==> config.mk <==
export PLATFORM = sky130hd
export DESIGN_NAME = exec_seq_flat
export DESIGN_NICKNAME = d
export VERILOG_FILES = /design/src/rtl/exec_seq_if.sv /design/src/rtl/exec_seq.sv /design/src/flat_wrapper.sv
export SDC_FILE = /design/constraint.sdc
export NUM_CORES = 1
export LEC_CHECK = 0
export BUFFER_PORTS_ARGS = -buffer_cell sky130_fd_sc_hd__buf_2
export CORE_AREA = 4 4 74 76
export CTS_CLUSTER_DIAMETER = 100
export DETAILED_ROUTE_END_ITERATION = 10
export DIE_AREA = 0 0 78 80
export MAX_ROUTING_LAYER = met4
export SYNTH_ARGS = -nofsm -noshare
export SYNTH_HDL_FRONTEND = slang
export SYNTH_SLANG_ARGS = --single-unit
==> constraint.sdc <==
create_clock -name clk -period 3.26 [get_ports clk]
set_input_delay 0 -clock clk [delete_from_list [all_inputs] [get_ports clk]]
set_output_delay 0 -clock clk [all_outputs]
set_load 0.01 [all_outputs]
==> src/rtl/exec_seq_if.sv <==
// Bundle between the instruction source, the exec_seq sequencer and the 4x8 register file.
// Handshake: an instruction transfers on a rising edge where instr_valid && instr_ready are both high;
// the source holds instr stable while instr_valid is high and not yet accepted.
interface exec_seq_if #(
    parameter int DATA_W = 8,
    parameter int ADDR_W = 2
);
    logic              instr_valid;
    logic              instr_ready;
    logic [7:0]        instr;
    logic [ADDR_W-1:0] raddr0;
    logic [ADDR_W-1:0] raddr1;
    logic [DATA_W-1:0] rdata0;
    logic [DATA_W-1:0] rdata1;
    logic [ADDR_W-1:0] waddr;
    logic [DATA_W-1:0] wdata;
    logic              wren;
    logic              done;
    logic              busy;
    logic              flag_zero;
    logic              flag_carry;

    // master is the environment: instruction source plus register file read data
    modport master (
        output instr_valid, instr, rdata0, rdata1,
        input  instr_ready, raddr0, raddr1, waddr, wdata, wren, done, busy,
               flag_zero, flag_carry
    );

    modport slave (
        input  instr_valid, instr, rdata0, rdata1,
        output instr_ready, raddr0, raddr1, waddr, wdata, wren, done, busy,
               flag_zero, flag_carry
    );
endinterface

==> src/rtl/exec_seq.sv <==
// Four-state instruction sequencer and 8-bit ALU feeding the 4x8 register file write port.
// Every output is a register; write-back data settles one cycle before the wren pulse.
module exec_seq #(
    parameter int DATA_W = 8,
    parameter int ADDR_W = 2
) (
    input  logic       clk,
    input  logic       rst,
    exec_seq_if.slave  bus,
    output logic [1:0] state_o
);

    typedef enum logic [1:0] {
        IDLE   = 2'd0,
        DECODE = 2'd1,
        EXEC   = 2'd2,
        WB     = 2'd3
    } state_t;

    localparam logic [1:0] OP_ADD  = 2'b00;
    localparam logic [1:0] OP_SUB  = 2'b01;
    localparam logic [1:0] OP_LI   = 2'b10;
    localparam logic [1:0] OP_NAND = 2'b11;

    state_t            state_q, state_d;
    logic [7:0]        instr_q, instr_d;
    logic              ready_q, ready_d;
    logic              busy_q, busy_d;
    logic              wren_q, wren_d;
    logic              done_q, done_d;
    logic              zero_q, zero_d;
    logic              carry_q, carry_d;
    logic [ADDR_W-1:0] raddr0_q, raddr0_d;
    logic [ADDR_W-1:0] raddr1_q, raddr1_d;
    logic [ADDR_W-1:0] waddr_q, waddr_d;
    logic [DATA_W-1:0] wdata_q, wdata_d;

    logic              accept;
    logic [1:0]        op;
    logic [DATA_W-1:0] opa, opb;
    logic [DATA_W:0]   sum;
    logic [DATA_W-1:0] diff;
    logic [DATA_W-1:0] alu_result;
    logic              alu_carry;

    assign accept = bus.instr_valid && ready_q;
    assign op     = instr_q[7:6];
    assign opa    = bus.rdata0;
    assign opb    = bus.rdata1;

    // Operands are read while the latched read addresses are on the register file,
    // so rd == rs / rd == rt sees the old register value.
    always_comb begin
        sum        = {1'b0, opa} + {1'b0, opb};
        diff       = opa - opb;
        alu_result = '0;
        alu_carry  = 1'b0;
        unique case (op)
            OP_ADD: begin
                alu_result = sum[DATA_W-1:0];
                alu_carry  = sum[DATA_W];
            end
            OP_SUB: begin
                alu_result = diff;
                alu_carry  = (opa < opb);
            end
            OP_LI: begin
                alu_result = DATA_W'(instr_q[3:0]);
                alu_carry  = 1'b0;
            end
            OP_NAND: begin
                alu_result = ~(opa & opb);
                alu_carry  = 1'b0;
            end
            default: begin
                alu_result = '0;
                alu_carry  = 1'b0;
            end
        endcase
    end

    always_comb begin
        state_d = state_q;
        unique case (state_q)
            IDLE:    if (accept) state_d = DECODE;
            DECODE:  state_d = EXEC;
            EXEC:    state_d = WB;
            WB:      state_d = IDLE;
            default: state_d = IDLE;
        endcase
    end

    always_comb begin
        instr_d  = instr_q;
        ready_d  = ready_q;
        busy_d   = busy_q;
        wren_d   = 1'b0;
        done_d   = 1'b0;
        zero_d   = zero_q;
        carry_d  = carry_q;
        raddr0_d = raddr0_q;
        raddr1_d = raddr1_q;
        waddr_d  = waddr_q;
        wdata_d  = wdata_q;
        unique case (state_q)
            IDLE: begin
                if (accept) begin
                    instr_d  = bus.instr;
                    raddr0_d = ADDR_W'(bus.instr[3:2]);
                    raddr1_d = ADDR_W'(bus.instr[1:0]);
                    ready_d  = 1'b0;
                    busy_d   = 1'b1;
                end
            end
            DECODE: begin
                // Result registers become valid on entry to EXEC, a full cycle ahead of wren.
                wdata_d = alu_result;
                waddr_d = ADDR_W'(instr_q[5:4]);
                zero_d  = (alu_result == '0);
                carry_d = alu_carry;
            end
            EXEC: begin
                wren_d = 1'b1;
                done_d = 1'b1;
            end
            WB: begin
                ready_d = 1'b1;
                busy_d  = 1'b0;
            end
            default: begin
                ready_d = 1'b1;
                busy_d  = 1'b0;
            end
        endcase
    end

    always_ff @(posedge clk) begin
        if (rst) begin
            state_q  <= IDLE;
            instr_q  <= '0;
            ready_q  <= 1'b1;
            busy_q   <= 1'b0;
            wren_q   <= 1'b0;
            done_q   <= 1'b0;
            zero_q   <= 1'b0;
            carry_q  <= 1'b0;
            raddr0_q <= '0;
            raddr1_q <= '0;
            waddr_q  <= '0;
            wdata_q  <= '0;
        end else begin
            state_q  <= state_d;
            instr_q  <= instr_d;
            ready_q  <= ready_d;
            busy_q   <= busy_d;
            wren_q   <= wren_d;
            done_q   <= done_d;
            zero_q   <= zero_d;
            carry_q  <= carry_d;
            raddr0_q <= raddr0_d;
            raddr1_q <= raddr1_d;
            waddr_q  <= waddr_d;
            wdata_q  <= wdata_d;
        end
    end

    assign bus.instr_ready = ready_q;
    assign bus.busy        = busy_q;
    assign bus.wren        = wren_q;
    assign bus.done        = done_q;
    assign bus.flag_zero   = zero_q;
    assign bus.flag_carry  = carry_q;
    assign bus.raddr0      = raddr0_q;
    assign bus.raddr1      = raddr1_q;
    assign bus.waddr       = waddr_q;
    assign bus.wdata       = wdata_q;
    assign state_o         = state_q;

endmodule

==> src/flat_wrapper.sv <==
// flat-port wrapper written by rule: the top's interface ports become plain ports
module exec_seq_flat 
#(
    parameter int DATA_W = 8,
    parameter int ADDR_W = 2
)
  (clk, rst, state_o, bus_instr_valid, bus_instr, bus_rdata0, bus_rdata1, bus_instr_ready, bus_raddr0, bus_raddr1, bus_waddr, bus_wdata, bus_wren, bus_done, bus_busy, bus_flag_zero, bus_flag_carry);
  exec_seq_if #(.DATA_W(DATA_W), .ADDR_W(ADDR_W)) bus_i ();
  input  logic clk;
  input  logic rst;
  output logic [1:0] state_o;
  input wire logic [$bits(bus_i.instr_valid)-1:0] bus_instr_valid;
  input wire logic [$bits(bus_i.instr)-1:0] bus_instr;
  input wire logic [$bits(bus_i.rdata0)-1:0] bus_rdata0;
  input wire logic [$bits(bus_i.rdata1)-1:0] bus_rdata1;
  output wire logic [$bits(bus_i.instr_ready)-1:0] bus_instr_ready;
  output wire logic [$bits(bus_i.raddr0)-1:0] bus_raddr0;
  output wire logic [$bits(bus_i.raddr1)-1:0] bus_raddr1;
  output wire logic [$bits(bus_i.waddr)-1:0] bus_waddr;
  output wire logic [$bits(bus_i.wdata)-1:0] bus_wdata;
  output wire logic [$bits(bus_i.wren)-1:0] bus_wren;
  output wire logic [$bits(bus_i.done)-1:0] bus_done;
  output wire logic [$bits(bus_i.busy)-1:0] bus_busy;
  output wire logic [$bits(bus_i.flag_zero)-1:0] bus_flag_zero;
  output wire logic [$bits(bus_i.flag_carry)-1:0] bus_flag_carry;
  assign bus_i.instr_valid = bus_instr_valid;
  assign bus_i.instr = bus_instr;
  assign bus_i.rdata0 = bus_rdata0;
  assign bus_i.rdata1 = bus_rdata1;
  assign bus_instr_ready = bus_i.instr_ready;
  assign bus_raddr0 = bus_i.raddr0;
  assign bus_raddr1 = bus_i.raddr1;
  assign bus_waddr = bus_i.waddr;
  assign bus_wdata = bus_i.wdata;
  assign bus_wren = bus_i.wren;
  assign bus_done = bus_i.done;
  assign bus_busy = bus_i.busy;
  assign bus_flag_zero = bus_i.flag_zero;
  assign bus_flag_carry = bus_i.flag_carry;
  exec_seq #(.DATA_W(DATA_W), .ADDR_W(ADDR_W)) u_core (.clk(clk), .rst(rst), .bus(bus_i), .state_o(state_o));
endmodule
==> flow_summary.json <==
{
  "cts_max_path_buffers": 2,
  "floorplan.io_pins": 49,
  "cpPeakStageDelay_ps": 540,
  "drive_gt1_frac": 0.210,
  "global_route_wire_length_before_repair_um": 7100,
  "worst_clock_skew_ps": 1.13,
  "place.port_buffers": 48,
  "timing.critical_path.arrival_ps": 2270,
  "num-fill-cells": 497,
  "antenna_violations_before_repair": 0,
  "dieHeight_um": 80,
  "fin_cells": 353,
  "number_of_flops_mapped_to_enable_cells_by_yosys": 0,
  "gr-max-usage-layer": "met2",
  "critical_path_class": "in2reg",
  "insertedDiodeCount": 0,
  "finalCritPeriodShare": 0.633,
  "vias": 1759,
  "critical_path_buf_inv_count": 2,
  "reg2reg_slack_ps": 1300,
  "clkLatencyLatePin_ps": 260,
  "ys_types": 51,
  "synthesis.yosys.warnings": 0,
  "power.static_leakage_nw": 1.02,
  "cts_hold_buffers_added": 8,
  "detail_route.drc_violations": 0,
  "fp.coreArea_um2": 4720,
  "rr_startpoint": "u_core.instr_q[7]$_SDFFE_PP0P_",
  "unrepaired_setup_endpoints_after_global_routing": "no",
  "cts_resized": 0,
  "mappedNetlistNets": 293,
  "mappedNetlistArea_um2": 1900,
  "holdCritStartpoint": "bus_instr_valid",
  "row_count": 25,
  "detailedRoute.firstIterationViolations": 115,
  "tightestPinTransition_ps": 506,
  "post-cts-setup-buffers": 0,
  "slowest_stage": "or4b_4",
  "cts_num_sinks": 25,
  "start_util": 0.403,
  "drt-wirelength-per-cell_um": 12.4,
  "clock_tree.htree_level_count": 1,
  "worst_setup_hold_path_clk_slew_ps": 80,
  "overflow": 0,
  "die_w_um": 78,
  "drt_first_pass_iters": 5,
  "dieArea_um2": 6240,
  "clock-root-buffer": "clkbuf_8",
  "slew_headroom": 0.662,
  "power.ir.vdd_worst_uv": 257,
  "met2_layer_usage_reported_by_global_route": 0.235,
  "final-hold-violation-count": 0,
  "syn2layout_area_growth_pct": 19.1,
  "timing.final.crit_period_ps": 2060,
  "postSynthCellCount": 243,
  "ys_seq_area_frac": 0.263,
  "final_wirelength_um": 4360,
  "syn_area_cell_um2": 7.83,
  "dominantRegCellSynth": "dfxtp_1",
  "worst_ep_required_time_ps": 3470,
  "timing.critical_path.fanout_max": 12,
  "via_per_inst": 4.98,
  "holdCritPathClass": "in2reg",
  "cts_tree": "done",
  "hpwlAfterDp_um": 3430,
  "min_delay_path_depth": 4,
  "power_density_nw_per_um2": 582,
  "fin_setup_tns_ps": 0,
  "cp-end-kind": "flip-flop",
  "hold-path-endpoint": "u_core.bus.instr_ready$_SDFFE_PP1P_",
  "number_of_cells_in_the_design_after_placement": 341,
  "critical_path.cell_chain": "buf_2 > inv_1 > ha_1 > or3b_1 > and3_4 > a211o_1 > nand3_1 > nor2_1 > or4b_4 > o21ai_2",
  "cpLargestDelayFamily": "simple AND/OR/NAND/NOR gates",
  "routabilityCongestion": 0.859,
  "worstReg2RegEnd": "u_core.bus.flag_zero$_SDFFE_PP0N_",
  "cts_inserted_buffers": 3,
  "grt_pass1_vias": 1530,
  "max_frequency_mhz": 485,
  "setup_viol": 0,
  "drv_slew": 0,
  "run_status": "finished, final reports clean",
  "synthArstFlopShare": 0,
  "final_antenna_net_count": 0,
  "synth.ff_latch_count": 25,
  "timing.max_cap.violations": 0,
  "fin_nets": 337,
  "maximum_number_of_pins_on_one_net_before_global_route_repair": 27,
  "grt.total_usage": 0.142,
  "r2r_cells": 6,
  "start_kind": "input pin",
  "globalRouteMet1Util": 0.185,
  "global_route.usage.met3": 0.0271
}
[placed cells by master, fill, tap and decap left out, types with 4 or more instances in the layout]
| master | n |
|---|---|
| ha_1 | 21 |
| nor3_1 | 4 |
| inv_1 | 18 |
| nor2b_1 | 5 |
| dfxtp_1 | 25 |
| a211oi_1 | 10 |
| xnor2_1 | 5 |
| nand2_1 | 28 |
| nand3_1 | 5 |
| o21ai_0 | 9 |
| nand2b_1 | 6 |
| dlygate4sd3_1 | 8 |
| mux2i_1 | 4 |
| buf_2 | 48 |
| a21oi_1 | 15 |
| nor2_1 | 27 |
| a31oi_1 | 4 |
[routing by layer]
| metal | up-vias | share of wire |
|---|---|---|
| met3 | 2 | 0.042 |
| li1 | 925 | - |
| met2 | 34 | 0.47 |
| met1 | 798 | 0.49 |
| met4 | 0 | 0.00046 |
| met5 | - | 0 |
[how the worst max path moves through the flow]
stage | endpoint | slack (ps) | startpoint | cells past startpoint
4_1_cts | u_core.bus.flag_zero$_SDFFE_PP0N_ | 1210 | bus_rdata1[5] | 10
3_3_place_gp | u_core.bus.flag_zero$_SDFFE_PP0N_ | 960 | bus_rdata1[5] | 10
3_5_place_dp | u_core.bus.flag_zero$_SDFFE_PP0N_ | 930 | bus_rdata1[5] | 10
5_1_grt | u_core.bus.flag_zero$_SDFFE_PP0N_ | 1090 | bus_rdata1[5] | 10
6_report | u_core.bus.flag_zero$_SDFFE_PP0N_ | 1200 | bus_rdata1[5] | 10
2_1_floorplan | u_core.bus.flag_zero$_SDFFE_PP0N_ | 1180 | bus_rdata1[4] | 10
[logic make-up after synthesis]
group | count (synthesis) | synth area share
AND/OR/NAND/NOR | 88 | 0.222
XOR/XNOR | 6 | 0.0276
flip-flops | 25 | 0.263
adder cells (fa/ha/maj) | 23 | 0.159
multiplexers | 5 | 0.0329
AO/OA/AOI/OAI | 59 | 0.206
buffers and inverters | 37 | 0.0888
[worst reg2reg max path, delay by kind of cell (launching register included)]
kind               cells  cell delay (ps)
AOI/OAI and AO/OA      4              570
DFF                    1              640
and+or+nand+nor        2              690
[stage by stage]
stage                     hold WS (ps)  setup slack, ps  area [um^2]  power, mW  utilization
after floorplan                    136             1180         1900      0.953            -
after global placement             245              963         2140       1.14        0.453
after detailed placement           246              927         2140       1.14        0.453
after CTS                         75.1             1210         2260       1.33        0.479
after global routing              76.8             1090         2260       1.44        0.479
final                             83.7             1200         2260       1.32        0.479
[state kept, by name, indices dropped and copies added (netlist names), 2 cells and up]
| signal | flops |
|---|---|
| u_core.instr_q | 6 |
| u_core.bus.wdata | 8 |
| u_core.bus.waddr | 2 |
| u_core.state_o | 2 |
[cell usage after synthesis, drive strengths merged, types with 2 or more instances]
library cell / instances / area, um^2
nand4: 3 / 18.8
nand2b: 6 / 37.5
and3: 2 / 17.5
fa: 2 / 40.0
o21ai: 12 / 63.8
nor3: 4 / 20.0
or3b: 2 / 17.5
nor2: 27 / 101
ha: 21 / 263
or2: 2 / 12.5
a21oi: 15 / 75.1
o22ai: 2 / 12.5
clkbuf: 9 / 33.8
inv: 18 / 67.6
a21o: 2 / 15.0
a211o: 2 / 17.5
a211oi: 10 / 75.1
nand3: 5 / 25.0
a31oi: 4 / 25.0
xnor2: 5 / 43.8
nand2: 28 / 105
dfxtp: 25 / 500
mux2i: 4 / 40.0
buf: 10 / 67.6
nor2b: 5 / 31.3
[power breakdown]
group          leakage, nW  internal [mW]  switching [mW]
Sequential           0.205          0.395          0.0673
Combinational        0.790          0.291           0.387
Clock               0.0228         0.0872          0.0926
Total                 1.02          0.772           0.546
[area by class of cell]
type,count,area (um^2),area share
Tap cell,67,83.8,0.0370
Inverter,18,67.6,0.0298
Sequential cell,25,500,0.221
Timing Repair Buffer,58,335,0.148
Multi-Input combinational cell,181,1230,0.544
Clock buffer,4,45.0,0.0199
Power figures use the tool's default switching activity.
